**src/rtl/armleocpu_fetch_queue.sv**
```systemverilog
// Instruction fetch unit: issues EXECUTE/FLUSH_ALL to the I-cache, keeps one request
// outstanding and buffers returned words in a DEPTH-entry FIFO for decode.
module armleocpu_fetch_queue #(
  parameter logic [31:0] RESET_VECTOR            = 32'h0000_2000,
  parameter int          DEPTH                   = 4,
  parameter int          F2E_TYPE_WIDTH          = 2,
  parameter int          ARMLEOCPU_E2F_CMD_WIDTH = 2
) (
  input  logic                               clk,
  input  logic                               rst_n,
  output logic [3:0]                         c_cmd,
  output logic [31:0]                        c_address,
  input  logic                               c_done,
  input  logic [3:0]                         c_response,
  input  logic [31:0]                        c_load_data,
  input  logic                               interrupt_pending,
  input  logic                               dbg_mode,
  output logic                               busy,
  output logic                               f2d_valid,
  input  logic                               f2d_ready,
  output logic [F2E_TYPE_WIDTH-1:0]          f2d_type,
  output logic [31:0]                        f2d_instr,
  output logic [31:0]                        f2d_pc,
  output logic [3:0]                         f2d_resp,
  input  logic                               e2f_ready,
  input  logic [ARMLEOCPU_E2F_CMD_WIDTH-1:0] e2f_cmd,
  input  logic [31:0]                        e2f_branchtarget
);

  localparam int PTR_W = $clog2(DEPTH);
  localparam int CNT_W = PTR_W + 1;

  localparam logic [3:0] CACHE_CMD_NONE      = 4'd0;
  localparam logic [3:0] CACHE_CMD_EXECUTE   = 4'd1;
  localparam logic [3:0] CACHE_CMD_FLUSH_ALL = 4'd4;

  localparam logic [ARMLEOCPU_E2F_CMD_WIDTH-1:0] E2F_CMD_ABORT        = ARMLEOCPU_E2F_CMD_WIDTH'(1);
  localparam logic [ARMLEOCPU_E2F_CMD_WIDTH-1:0] E2F_CMD_START_BRANCH = ARMLEOCPU_E2F_CMD_WIDTH'(2);
  localparam logic [ARMLEOCPU_E2F_CMD_WIDTH-1:0] E2F_CMD_FLUSH        = ARMLEOCPU_E2F_CMD_WIDTH'(3);

  localparam logic [F2E_TYPE_WIDTH-1:0] F2E_TYPE_INSTR             = F2E_TYPE_WIDTH'(0);
  localparam logic [F2E_TYPE_WIDTH-1:0] F2E_TYPE_INTERRUPT_PENDING = F2E_TYPE_WIDTH'(1);

  typedef enum logic [1:0] {ST_IDLE, ST_FETCH, ST_FLUSH} state_t;

  state_t             state, state_nxt;
  logic [3:0]         c_cmd_nxt;
  logic [31:0]        c_address_nxt;
  logic [31:0]        fetch_pc, fetch_pc_nxt, seq_pc;
  logic               stale, stale_nxt;
  logic               flush_pending, flush_pending_nxt;
  logic               redirect_pending, redirect_pending_nxt;
  logic [31:0]        redirect_target, redirect_target_nxt;

  logic [31:0]        fifo_pc    [DEPTH];
  logic [31:0]        fifo_instr [DEPTH];
  logic [3:0]         fifo_resp  [DEPTH];
  logic [PTR_W-1:0]   rd_ptr, wr_ptr;
  logic [CNT_W-1:0]   count, occupancy;

  logic e2f_abort, e2f_branch, e2f_flush, redirect_now;
  logic fetch_done, push, pop, can_issue;

  assign e2f_abort    = e2f_ready && (e2f_cmd == E2F_CMD_ABORT);
  assign e2f_branch   = e2f_ready && (e2f_cmd == E2F_CMD_START_BRANCH);
  assign e2f_flush    = e2f_ready && (e2f_cmd == E2F_CMD_FLUSH);
  assign redirect_now = e2f_branch || e2f_flush;

  // A redirect empties the FIFO on this edge, so it overrides both push and pop.
  assign fetch_done = (state == ST_FETCH) && c_done;
  assign push       = fetch_done && !stale && !redirect_now;
  assign pop        = (count != '0) && f2d_ready && !interrupt_pending && !redirect_now;
  assign occupancy  = redirect_now ? '0 : count + CNT_W'(push);
  assign can_issue  = ((state == ST_IDLE) || c_done) && !dbg_mode && !e2f_abort
                      && (occupancy < CNT_W'(DEPTH));
  assign seq_pc     = fetch_done ? fetch_pc + 32'd4 : fetch_pc;

  always_comb begin
    state_nxt            = state;
    c_cmd_nxt            = c_cmd;
    c_address_nxt        = c_address;
    fetch_pc_nxt         = seq_pc;
    stale_nxt            = stale;
    flush_pending_nxt    = flush_pending;
    redirect_pending_nxt = redirect_pending;
    redirect_target_nxt  = redirect_target;

    if (fetch_done && stale)
      stale_nxt = 1'b0;
    if (redirect_now) begin
      redirect_pending_nxt = 1'b1;
      redirect_target_nxt  = e2f_branchtarget;
      if ((state == ST_FETCH) && !c_done)
        stale_nxt = 1'b1;
    end
    if (e2f_flush)
      flush_pending_nxt = 1'b1;

    if (can_issue) begin
      if (flush_pending || e2f_flush) begin
        state_nxt         = ST_FLUSH;
        c_cmd_nxt         = CACHE_CMD_FLUSH_ALL;
        c_address_nxt     = redirect_target_nxt;
        flush_pending_nxt = 1'b0;
      end else begin
        state_nxt = ST_FETCH;
        c_cmd_nxt = CACHE_CMD_EXECUTE;
        if (redirect_pending || e2f_branch) begin
          c_address_nxt        = redirect_target_nxt;
          fetch_pc_nxt         = redirect_target_nxt;
          redirect_pending_nxt = 1'b0;
        end else begin
          c_address_nxt = seq_pc;
        end
      end
    end else if (c_done && (state != ST_IDLE)) begin
      state_nxt = ST_IDLE;
      c_cmd_nxt = CACHE_CMD_NONE;
    end
  end

  always_ff @(posedge clk or negedge rst_n) begin
    if (!rst_n) begin
      state            <= ST_IDLE;
      c_cmd            <= CACHE_CMD_NONE;
      c_address        <= '0;
      fetch_pc         <= RESET_VECTOR;
      stale            <= 1'b0;
      flush_pending    <= 1'b0;
      redirect_pending <= 1'b1;
      redirect_target  <= RESET_VECTOR;
      count            <= '0;
      rd_ptr           <= '0;
      wr_ptr           <= '0;
    end else begin
      state            <= state_nxt;
      c_cmd            <= c_cmd_nxt;
      c_address        <= c_address_nxt;
      fetch_pc         <= fetch_pc_nxt;
      stale            <= stale_nxt;
      flush_pending    <= flush_pending_nxt;
      redirect_pending <= redirect_pending_nxt;
      redirect_target  <= redirect_target_nxt;
      if (redirect_now) begin
        count  <= '0;
        rd_ptr <= '0;
        wr_ptr <= '0;
      end else begin
        if (push)
          wr_ptr <= wr_ptr + PTR_W'(1);
        if (pop)
          rd_ptr <= rd_ptr + PTR_W'(1);
        if (push && !pop)
          count <= count + CNT_W'(1);
        else if (pop && !push)
          count <= count - CNT_W'(1);
      end
    end
  end

  // FIFO payload carries no reset; count alone defines which entries are live.
  always_ff @(posedge clk) begin
    if (push) begin
      fifo_pc[wr_ptr]    <= fetch_pc;
      fifo_instr[wr_ptr] <= c_load_data;
      fifo_resp[wr_ptr]  <= c_response;
    end
  end

  assign busy      = (state != ST_IDLE);
  assign f2d_valid = interrupt_pending || (count != '0);
  assign f2d_type  = interrupt_pending ? F2E_TYPE_INTERRUPT_PENDING : F2E_TYPE_INSTR;
  assign f2d_pc    = (count != '0) ? fifo_pc[rd_ptr] : fetch_pc;
  assign f2d_instr = fifo_instr[rd_ptr];
  assign f2d_resp  = fifo_resp[rd_ptr];

endmodule

```
**config.mk**
```make
export PLATFORM = sky130hd
export DESIGN_NAME = armleocpu_fetch_queue
export DESIGN_NICKNAME = d
export VERILOG_FILES = /design/src/rtl/armleocpu_fetch_queue.sv
export SDC_FILE = /design/constraint.sdc
export NUM_CORES = 1
export LEC_CHECK = 0
export CAP_MARGIN = 20
export CORE_MARGIN = 1
export CORE_UTILIZATION = 50
export DETAILED_ROUTE_END_ITERATION = 10
export HOLD_SLACK_MARGIN = 0.08
export PLACE_DENSITY = 0.73
export SLEW_MARGIN = 20
export SYNTH_ARGS = -nofsm -noshare
export SYNTH_HDL_FRONTEND = slang
export SYNTH_SLANG_ARGS = --single-unit
```
**constraint.sdc**
```tcl
create_clock -name clk -period 8.8 [get_ports clk]
set_clock_uncertainty 0.1 [all_clocks]
set_input_delay 1.32 -clock clk [delete_from_list [all_inputs] [get_ports clk]]
set_output_delay 1.32 -clock clk [all_outputs]
set_load 0.01 [all_outputs]
```
# Word-level counts from Yosys, hierarchy flattened

Memory sizes are Yosys's and may differ from the RTL's.
Index checks and enable logic that the tools add are counted.

Input port bits: 77
Word-level logic and storage cells: 96
Memories kept: 3
Flip-flop bits (word level): 112
Bits in writable memories: 272

Memories:

| name       | depth | bits a word | read ports | clocked after memory_dff | write ports | RTL line | source |
|---|---|---|---|---|---|---|---|
| fifo_instr | 4     | 32          | 1          | 0                        | 1           | 56       | `logic [31:0] fifo_instr [DEPTH];` |
| fifo_pc    | 4     | 32          | 1          | 0                        | 1           | 55       | `logic [31:0] fifo_pc [DEPTH];` |
| fifo_resp  | 4     | 4           | 1          | 0                        | 1           | 57       | `logic [3:0] fifo_resp [DEPTH];` |

Equal/unequal tests: 4
Magnitude comparators: 1
Add/sub/neg operators: 6
Reductions and logical operators: 37
Mux-type cells: 34

Operators by type and width:

| kind                                                               | number |
|---|---|
| 32-bit two-way mux                                                 | 7 |
| 32-bit by 3-bit adder with 32-bit output, second input constant    | 1 |
| 1-bit logical AND                                                  | 17 |
| 3-bit two-way mux                                                  | 5 |
| 2-bit two-way mux                                                  | 7 |
| 1-bit two-way mux                                                  | 13 |
| 1-bit zero test                                                    | 8 |
| 4-bit two-way mux                                                  | 2 |
| 2-bit nonzero test                                                 | 4 |
| 3-bit nonzero test                                                 | 2 |
| 1-bit logical OR                                                   | 5 |
| 2-bit by 1-bit adder with 2-bit output, second input constant      | 2 |
| 2-bit by 1-bit == test with 1-bit output, second input constant    | 2 |
| 2-bit == test, second input constant                               | 2 |
| 3-bit by 1-bit adder with 3-bit output                             | 1 |
| 3-bit by 1-bit adder with 3-bit output, second input constant      | 1 |
| 3-bit < comparator, second input constant                          | 1 |
| 3-bit by 1-bit subtractor with 3-bit output, second input constant | 1 |
| 2-bit zero test                                                    | 1 |

# Longest topological paths before layout

Gate-level depths: netlist of the first run.

Depth in word-level cells: 10
Depth in mapped cells: 8

# Worst setup path before layout of the first run

Ideal clock, no wire load.

Path type: input -> register
Start: input e2f_cmd[1]
End: memory fifo_instr[0][0], enable pin
Slack: 4278 ps
Arrival time: 3988 ps
Buffers on the path: 2
Stages: 4
Cell sequence: nand2_1 buf_1 clkbuf_1 and3_1

Cells in the longest elaborated chain, start to end: 7
Elaborated cells on any way between the ends: 9

RTL lines:

| what                                      | RTL line | source |
|---|---|---|
| start: declaration                        | 26       | `input logic [ARMLEOCPU_E2F_CMD_WIDTH-1:0] e2f_cmd,` |
| 2-bit == test (on tied branches)          | 65, 66   |  |
| 1-bit logical AND (on tied branches)      | 65, 66   |  |
| 1-bit logical OR *                        | 67       | `assign redirect_now = e2f_branch \|\| e2f_flush;` |
| 1-bit zero test *                         | 71       | `assign push = fetch_done && !stale && !redirect_now;` |
| 1-bit logical AND *                       | 71       |  |
| 1-bit two-way mux *                       | 163      | `if (push) begin` |
| 1-bit two-way mux (implied by the code) * | 165      | `fifo_instr[wr_ptr] <= c_load_data;` |
| end: declaration                          | 56       |  |

Mark *: on every way between the ends. The rest lies on a longest branch, timed or not.

# Worst setup path in the final report of the first run

Start: register rd_ptr[0]
End: output f2d_pc[19]

Cells in the longest elaborated chain, start to end: 2

RTL lines:

| what                     | RTL line | source |
|---|---|---|
| start: declaration       | 58       | `logic [PTR_W-1:0] rd_ptr, wr_ptr;` |
| start signal: assignment | 152      | `rd_ptr <= rd_ptr + PTR_W'(1);` |
| memory read 4 x 32 bit   | n/a      |  |
| 32-bit two-way mux       | 173      | `assign f2d_pc = (count != '0) ? fifo_pc[rd_ptr] : fetch_pc;` |
| end: declaration         | 23       | `output logic [31:0] f2d_pc,` |

Every way passes these cells.

==> flow_summary.ini, run 1 <==
[final_layout]
syn2layout_area_growth_pct = 23.0
fillers = 2202
drive_gt1_frac = 0.211
fin_nets = 1158
fin_util = 0.626

[route]
wl_um = 31900
drc = 0
vias = 8587
first_pass_iters = 4
drt_iter0_markers = 579
route.antenna.remaining_nets = 0
vias_per_cell = 5.73
detail_route.wl_per_cell_um = 21.3

[clock_network]
clock_latency_ns = 0.52
cts.repair.resized = 0
cts_tree = built
htree_levels = 2
post_cts_buffers = 0
ctsHoldBuffers = 0
path_clk_slew_ns = 0.05
numCtsBuffers = 40
cts_sinks = 380
clk_path_buf_depth = 3
root_buffer = clkbuf_16

[die]
rows = 64
die_h_um = 179
start_util = 0.509
die-width_um = 179
die_area_sq_mm = 0.0319
core_sq_mm = 0.0306
ioPinCount = 185

[setup_path]
cp_cell_sequence = buf_4 > buf_16 > mux4_2 > mux2_2 > clkdlybuf4s50_1
critPathMaxFanout = 29
worstSetupPathType = reg -> out
critPathLaunchType = register
crit_path_end_kind = output pin
crit_required_ns = 7.38
cpPeakStageDelay_ns = 0.71
cpMaxStageDelayCell = dfrtp_4
crit_arrival_ns = 3.41

[run_status]
status = finished clean

[place]
gp_congestion = 0.842
numPortBuffers = 181
dpl.hpwl_um = 19400

[synth]
yosys_warnings = 0
yosysTopAreaCell = edfxtp_1
synth_seq_cells = 380
synth_edf_count = 272
syn_inst = 881
synth_top_area_share = 0.524
synthArstFlopShare = 0.284
synth.distinct_cells = 56
yosys-top-cells-area = edfxtp_1 (52%), dfrtp_1 (17%), mux4_2 (9.8%)
syn_area_sq_mm = 0.0156
ys_seq_area_frac = 0.698
synth-main-ff-cell = edfxtp_1
avgSynthCellArea_sq_um = 17.7

[pwr]
powerDensity_mw_per_mm2 = 331
power.total_mw = 6.33
p_leak_nw = 6.85
ir_drop_mv = 0.176

[global_routing]
grt_pass1_wl_um = 49200
antenna_found_initial = 0
grt_usage = 0.205
grt_max_degree = 81
met3_usage = 0.0339
grt_pass1_vias = 8744
grt_overflow = 0
grt_busiest_layer = met2
use_met2 = 0.317
gr-usage-met1 = 0.302

[timing]
setup-violations-final = 0
period_minus_slack_ns = 4.83
slew_headroom = 0.281
worst_slew_pin_slew_ns = 1.08
rsz0062_at_grt = no
finalHoldViolations = 0
slew_viol_final = 0
timing.final.crit_share = 0.549
max_freq_mhz = 207
final.setup.tns_ns = 0

[run]
maxCapViolations = 0

[worst_hold_path]
hold_class = reg -> reg
## registers in the layout, summed over array words and instances (netlist names), named ones only
| name | flops |
|---|---|
| redirect_target | 32 |
| wr_ptr | 2 |
| fifo_instr | 128 |
| redirect_pending | 1 |
| flush_pending | 1 |
| fifo_resp | 16 |
| count | 3 |
| c_address | 32 |
| fifo_pc | 128 |
| rd_ptr | 2 |
| state | 2 |
| fetch_pc | 32 |
## power by group
| group | total [mW] | switching [mW] | internal, mW |
|---|---|---|---|
| clock network | 1.61 | 0.650 | 0.963 |
| logic | 2.06 | 0.870 | 1.19 |
| registers | 2.66 | 0.379 | 2.28 |
## cells in the final DEF, fill, tap and decap left out, drive strengths merged, types with 6 or more instances in the layout
cell           count
a31oi             11
and2               9
and3               7
buf               15
clkbuf            55
clkdlybuf4s50    180
clkinv            11
dfrtp            105
edfxtp           272
inv               34
mux2              76
mux2i             57
mux4              68
nand2             35
nand3             12
nand4             18
nor2              20
nor3               7
nor4               8
o21ai              8
o31ai              6
or4                8
xnor2             12
xor2              11
## synth_stat cells, types with 12 or more instances
cell type,count
dfrtp_1,105
mux2_2,75
xnor2_1,12
nor2_1,20
nand4_1,17
buf_2,16
nand2_1,35
edfxtp_1,272
mux4_2,68
clkbuf_1,20
inv_1,34
mux2i_1,57
## kinds of logic after synthesis
group           count (synthesis)  share of synthesized area
mux                           201                      0.190
flops                         380                      0.698
compound gates                 48                     0.0223
other cells                     1                   0.000241
fa+ha+maj                       6                    0.00530
xor+xnor                       23                     0.0129
buf+inv                        79                     0.0213
simple gates                  143                     0.0501
## routing by layer
| metal | wire length, um | vias up |
|---|---|---|
| met5 | 0 | - |
| met4 | 696 | 0 |
| met3 | 1820 | 58 |
| met2 | 14700 | 269 |
| met1 | 14800 | 4427 |
| li1 | - | 3833 |
## final timing paths
| kind | depth (start not counted) | from | slack (ns) | endpoint |
|---|---|---|---|---|
| min in group asynchronous | 1 | rst_n | 0.62 | redirect_target[10]$_DFF_PN0_ |
| max in group asynchronous | 2 | rst_n | 6.86 | rd_ptr[0]$_DFFE_PN0P_ |
| worst min register to register | 2 | redirect_target[7]$_DFF_PN0_ | 0.40 | redirect_target[7]$_DFF_PN0_ |
| worst max register to register | 4 | state[1]$_DFFE_PN0P_ | 5.75 | fifo_instr[3][13]$_DFFE_PP_ |
| worst max-delay path | 5 | rd_ptr[0]$_DFFE_PN0P_ | 3.97 | f2d_pc[19] |
| worst min-delay path | 2 | redirect_target[7]$_DFF_PN0_ | 0.40 | redirect_target[7]$_DFF_PN0_ |
## area by class of cell
type,count,area [sq um],share of cell area
multi-input combinational,424,4420,0.231
inverter,34,128,0.00666
timing repair buffer,195,1960,0.102
tap,396,495,0.0259
sequential,380,10900,0.568
clock buffer,55,1140,0.0595
antenna,1,2.50,0.000131
clock inverter,14,133,0.00692
## through the flow
step | instances | worst slack [ns] | hold WS [ns] | instance area, sq um
2_1_floorplan | 883 | 4.28 | 0.352 | 15600
3_3_place_gp | 1426 | 4.14 | 0.387 | 17800
3_5_place_dp | 1426 | 4.06 | 0.397 | 17800
4_1_cts | 1495 | 3.69 | 0.413 | 19100
5_1_grt | 1498 | 3.74 | 0.424 | 19200
6_report | 1499 | 3.97 | 0.405 | 19200
## worst max-delay path, delay by kind of cell, from the launching register on
family | cells | cell delay [ns]
buf+inv | 3 | 1.35
flops | 1 | 0.71
mux | 2 | 0.80
(Power assumes the default switching activity.)
==> inputs of run 2 (changes only) <==
==> constraint.sdc (replaced) <==
create_clock -name clk -period 4.76 [get_ports clk]
set_clock_uncertainty 0.1 [all_clocks]
set_input_delay 0.714 -clock clk [delete_from_list [all_inputs] [get_ports clk]]
set_output_delay 0.714 -clock clk [all_outputs]
set_load 0.01 [all_outputs]
==> run 2 against run 1 <==
Global-route usage rose by 0.21 points. Final area rose by 0.22%. Clock-buffer cell count rose by 4. Sequential cell count did not move. Power rose by 86%. First-iteration DRC count rose by 17%. Combinational power rose by 87%. Register-to-register slack got worse by 3.9 ns. Wire length rose by 1.0%. Largest power group unchanged.
==> flow_summary.ini, run 2 (synthesis gave the netlist of run 1 again) <==
[final_layout]
final_common_cell = edfxtp_1
syn2layout_area_growth_pct = 23.2
final_area_sq_mm = 0.0192
stdcell_count = 1505
fin_nets = 1161
fin_util = 0.628
antenna-diode-count = 0
final_cell_mix = edfxtp_1 (272), clkdlybuf4s50_1 (180), dfrtp_1 (103)
top_regs = fifo_instr: 128 flops, fifo_pc: 128 flops
drive_gt1_frac = 0.212

[place]
dpl.hpwl_um = 20600
numPortBuffers = 181
dpl.cell_count = 1433
gp_congestion = 0.809
dpl-instance-area_sq_mm = 0.0179

[pwr]
ir_drop_mv = 0.357
p_leak_nw = 6.85
powerDensity_mw_per_mm2 = 612

[timing]
rsz0062_at_grt = no
period_minus_slack_ns = 3.84
finalHoldViolations = 0
slew_headroom = 0.306
setup-violations-final = 0
slew_viol_final = 0
max_freq_mhz = 260
final.setup.tns_ns = 0
worst_slew_pin_slew_ns = 1.04
timing.final.crit_share = 0.807

[clock_network]
cts.repair.resized = 0
htree_levels = 2
post_cts_buffers = 0
cts_sinks = 380
path_clk_slew_ns = 0.06
root_buffer = clkbuf_16
cts_tree = built
clock_latency_ns = 0.52
clk_path_buf_depth = 3
numCtsBuffers = 39
ctsHoldBuffers = 0

[global_routing]
grt_overflow = 0
grt_pass1_vias = 8757
grt_pass1_wl_um = 49600
grt_max_degree = 79
grt_usage = 0.207
antenna_found_initial = 0

[die]
die_area_sq_mm = 0.0319
start_util = 0.509
ioPinCount = 185
core_sq_mm = 0.0306
die_h_um = 179
die-width_um = 179
rows = 64

[setup_path]
path_buf_inv = 2
cp_cell_sequence = buf_12 > mux4_2 > mux2_2 > clkdlybuf4s50_1
crit_path_end_kind = output pin
cpMaxStageDelayCell = dfrtp_4
crit_arrival_ns = 3.03
critPathMaxFanout = 53
worst-r2r-setup-slack_ns = 1.88
cpPeakStageDelay_ns = 0.66
critPathLaunchType = register
crit_required_ns = 3.95
r2r_cells = 6
rr_endpoint = c_address[24]$_DFFE_PN0P_
rr_startpoint = fetch_pc[2]$_DFF_PN0_
cpLargestDelayFamily = buffers and inverters
worstSetupPathType = reg -> out

[run]
maxCapViolations = 0

[worst_hold_path]
hold_class = in -> async

[route]
route.antenna.remaining_nets = 0
drc = 0
first_pass_iters = 5
detail_route.wl_per_cell_um = 21.4
drt_iter0_markers = 675
vias_per_cell = 5.69
wl_um = 32300
vias = 8560

[run_status]
status = finished clean
==> run 2: cell types whose count changed in the layout (fill, tap and decap cells not counted), sizes merged <==
cell / change
clkinv: -4
buf: +4
clkinvlp: +1
bufinv: +1
diode: -1
inv: +1
clkbuf: +4
==> run 2: per-stage QoR <==
step / hold WS, ns / setup WS (ns) / power (mW)
after floorplan: 0.318 / 0.844 / 6.91
after global placement: 0.390 / 1.27 / 8.80
after detailed placement: 0.396 / 1.18 / 8.85
after CTS: 0.309 / 0.857 / 11.9
after global routing: 0.203 / 0.787 / 12.3
final: 0.149 / 0.919 / 11.8
==> run 2: how the worst max path moves through the flow <==
stage | startpoint | end | slack [ns] | cells past startpoint
floorplan | e2f_cmd[1] | fifo_instr[0][0]$_DFFE_PP_ | 0.84 | 4
global placement | c_done | fifo_instr[2][6]$_DFFE_PP_ | 1.27 | 5
detailed placement | c_done | fifo_instr[1][9]$_DFFE_PP_ | 1.18 | 5
CTS | rd_ptr[0]$_DFFE_PN0P_ | f2d_pc[18] | 0.86 | 4
global route | rd_ptr[0]$_DFFE_PN0P_ | f2d_pc[19] | 0.79 | 4
finish | rd_ptr[0]$_DFFE_PN0P_ | f2d_pc[19] | 0.92 | 4
==> run 2: where the power goes <==
part	switching, mW	internal (mW)	leakage, nW
logic	1.63	2.21	2.50
clock network	1.21	1.78	0.610
registers	0.710	4.21	3.74
==> run 2: cell type report <==
class / count / area [sq um]
clock buffers: 59 / 1110
clock inverters: 13 / 156
fillers: 2203 / 11400
inverters: 34 / 128
multi-input cells: 424 / 4420
flip-flops and latches: 380 / 10900
well taps: 396 / 495
repair buffers: 199 / 2010
==> run 2: routing by layer <==
layer | up-vias | GRT usage | part of all wire
met2 | 311 | 0.325 | 0.47
met3 | 34 | 0.0352 | 0.068
li1 | 3837 | - | -
met1 | 4378 | 0.306 | 0.45
met4 | 0 | 0.0445 | 0.013
met5 | - | 0 | 0
==> inputs of run 3 (changes only) <==
--- a/config.mk
+++ b/config.mk
@@ -10,7 +10,7 @@
 export CORE_UTILIZATION = 50
 export DETAILED_ROUTE_END_ITERATION = 10
 export HOLD_SLACK_MARGIN = 0.08
-export PLACE_DENSITY = 0.73
+export PLACE_DENSITY = 0.75
 export SLEW_MARGIN = 20
 export SYNTH_ARGS = -nofsm -noshare
 export SYNTH_HDL_FRONTEND = slang
==> constraint.sdc (replaced) <==
create_clock -name clk -period 3.4 [get_ports clk]
set_clock_uncertainty 0.1 [all_clocks]
set_input_delay 0.51 -clock clk [delete_from_list [all_inputs] [get_ports clk]]
set_output_delay 0.51 -clock clk [all_outputs]
set_load 0.01 [all_outputs]
==> run 3 against run 2 <==
Critical path depth unchanged. Sequential power increased by 35%. Die area unchanged. Via count increased by 0.95%. Power increased by 44%. Global-route usage increased by 0.38 points. Sequential cell count unchanged. Clock power increased by 48%. Combinational power increased by 50%. Setup slack got worse by 0.78 ns. Clock-buffer cell count decreased by 10. First-iteration DRC count decreased by 2.4%. Critical path type unchanged. Critical endpoint is now f2d_pc[17].
==> flow_summary.ini, run 3 (synthesis gave the netlist of run 1 again) <==
[setup_path]
worstSetupPathType = reg -> out
rr_startpoint = fetch_pc[13]$_DFF_PN1_
critPathLaunchType = register
crit_required_ns = 2.79
r2r_cells = 5
critPathMaxFanout = 32
rr_endpoint = c_address[22]$_DFFE_PN0P_
worst-r2r-setup-slack_ns = 0.63
crit_arrival_ns = 2.65
crit_start = count[0]$_DFFE_PN0P_
crit_path_end_kind = output pin
crit_end = f2d_pc[17]

[global_routing]
antenna_found_initial = 0
grt_max_degree = 69
grt_pass1_vias = 8934
grt_pass1_wl_um = 50500
grt_overflow = 0
grt_usage = 0.211

[timing]
timing.final.crit_share = 0.958
final.setup.tns_ns = 0
slew_viol_final = 0
setup_ws_ns = 0.143
finalHoldViolations = 0
max_freq_mhz = 307
worst_slew_pin_slew_ns = 0.781
fin_hold_ws_ns = 0.402
slew_headroom = 0.479
period_minus_slack_ns = 3.26
setup-violations-final = 0
rsz0062_at_grt = no

[die]
ioPinCount = 185
die_area_sq_mm = 0.0319
start_util = 0.509
die_h_um = 179
die-width_um = 179
core_sq_mm = 0.0306
rows = 64

[route]
first_pass_iters = 6
vias_per_cell = 5.67
wl_um = 32300
route.antenna.remaining_nets = 0
drt_iter0_markers = 659
vias = 8641
detail_route.wl_per_cell_um = 21.2
drc = 0

[clock_network]
root_buffer = clkbuf_16
cts_sinks = 380
numCtsBuffers = 39
cts_tree = built
path_clk_slew_ns = 0.06
clock_latency_ns = 0.52
htree_levels = 2
clk_path_buf_depth = 3

[worst_hold_path]
hold_class = reg -> reg

[final_layout]
final_cell_mix = edfxtp_1 (272), clkdlybuf4s50_1 (180), dfrtp_1 (103)
stdcell_count = 1523
drive_gt1_frac = 0.229
final_area_sq_mm = 0.0195
fin_nets = 1181
fin_util = 0.639
fillers = 2105
antenna-diode-count = 0
final_common_cell = edfxtp_1
syn2layout_area_growth_pct = 25.5
top_regs = fifo_instr: 128 flops, fifo_pc: 128 flops

[run_status]
status = finished clean

[run]
maxCapViolations = 0

[place]
dpl.cell_count = 1450
dpl-instance-area_sq_mm = 0.0182
dp_worst_setup_slack_ns = 0.371
numPortBuffers = 181
dpl.hpwl_um = 20800
gp_congestion = 0.828

[pwr]
power.total_mw = 16.9
p_leak_nw = 7.04
ir_drop_mv = 0.453
powerDensity_mw_per_mm2 = 863
==> run 3: changes by cell type in the layout (fill, tap and decap cells not counted), sizes merged <==
cell,previous run,this run
clkinv,7,14
clkbuf,59,49
dlygate4sd3,0,1
clkinvlp,2,1
buf,19,38
inv,35,34
bufinv,3,6
==> run 3: where the power goes <==
group          total, mW  switching (mW)  internal (mW)
logic               5.77            2.53           3.23
clock network       4.44            1.70           2.74
registers           6.66           0.769           5.89
total               16.9            5.00           11.9
==> run 3: metal layers <==
| layer | global-route usage | part of all wire | vias up |
|---|---|---|---|
| li1 | - | - | 3869 |
| met1 | 0.299 | 0.44 | 4414 |
| met5 | 0 | 0 | - |
| met3 | 0.0343 | 0.068 | 44 |
| met2 | 0.337 | 0.47 | 314 |
| met4 | 0.0607 | 0.020 | 0 |
==> run 3: cell type report <==
class	count	area, sq um	area share
clock inverter	21	251	0.0129
inverter	34	128	0.00653
tap	396	495	0.0253
sequential	380	10900	0.557
clock buffer	49	1100	0.0563
timing repair buffer	219	2280	0.116
multi-input combinational	424	4420	0.226
==> run 3: what timing repair did <==
action	in CTS	in global routing
gates resized for setup	0	0
buffers inserted	1	1
pin swaps	0	0
setup endpoints to repair	45	25
endpoints found under the hold margin	56	0
hold buffers	1	0
==> run 3: worst min-delay path by stage <==
stage / startpoint / endpoint / cells past startpoint
after floorplan: rst_n / asynchronous set/reset pin / 0
after global placement: redirect_target[3]$_DFF_PN0_ / redirect_target[3]$_DFF_PN0_ / 2
after detailed placement: c_address[3]$_DFFE_PN0P_ / c_address[3]$_DFFE_PN0P_ / 1
after CTS: redirect_target[3]$_DFF_PN0_ / redirect_target[3]$_DFF_PN0_ / 2
after global routing: c_address[2]$_DFFE_PN0P_ / c_address[2]$_DFFE_PN0P_ / 1
final: redirect_target[3]$_DFF_PN0_ / redirect_target[3]$_DFF_PN0_ / 2
==> run 3: worst max-delay path, stage by stage (launching register included) <==
cell,delay [ns]
dfrtp_1,0.45
nor3_2,0.47
buf_12,0.29
mux2_2,0.36
clkdlybuf4s50_1,0.56
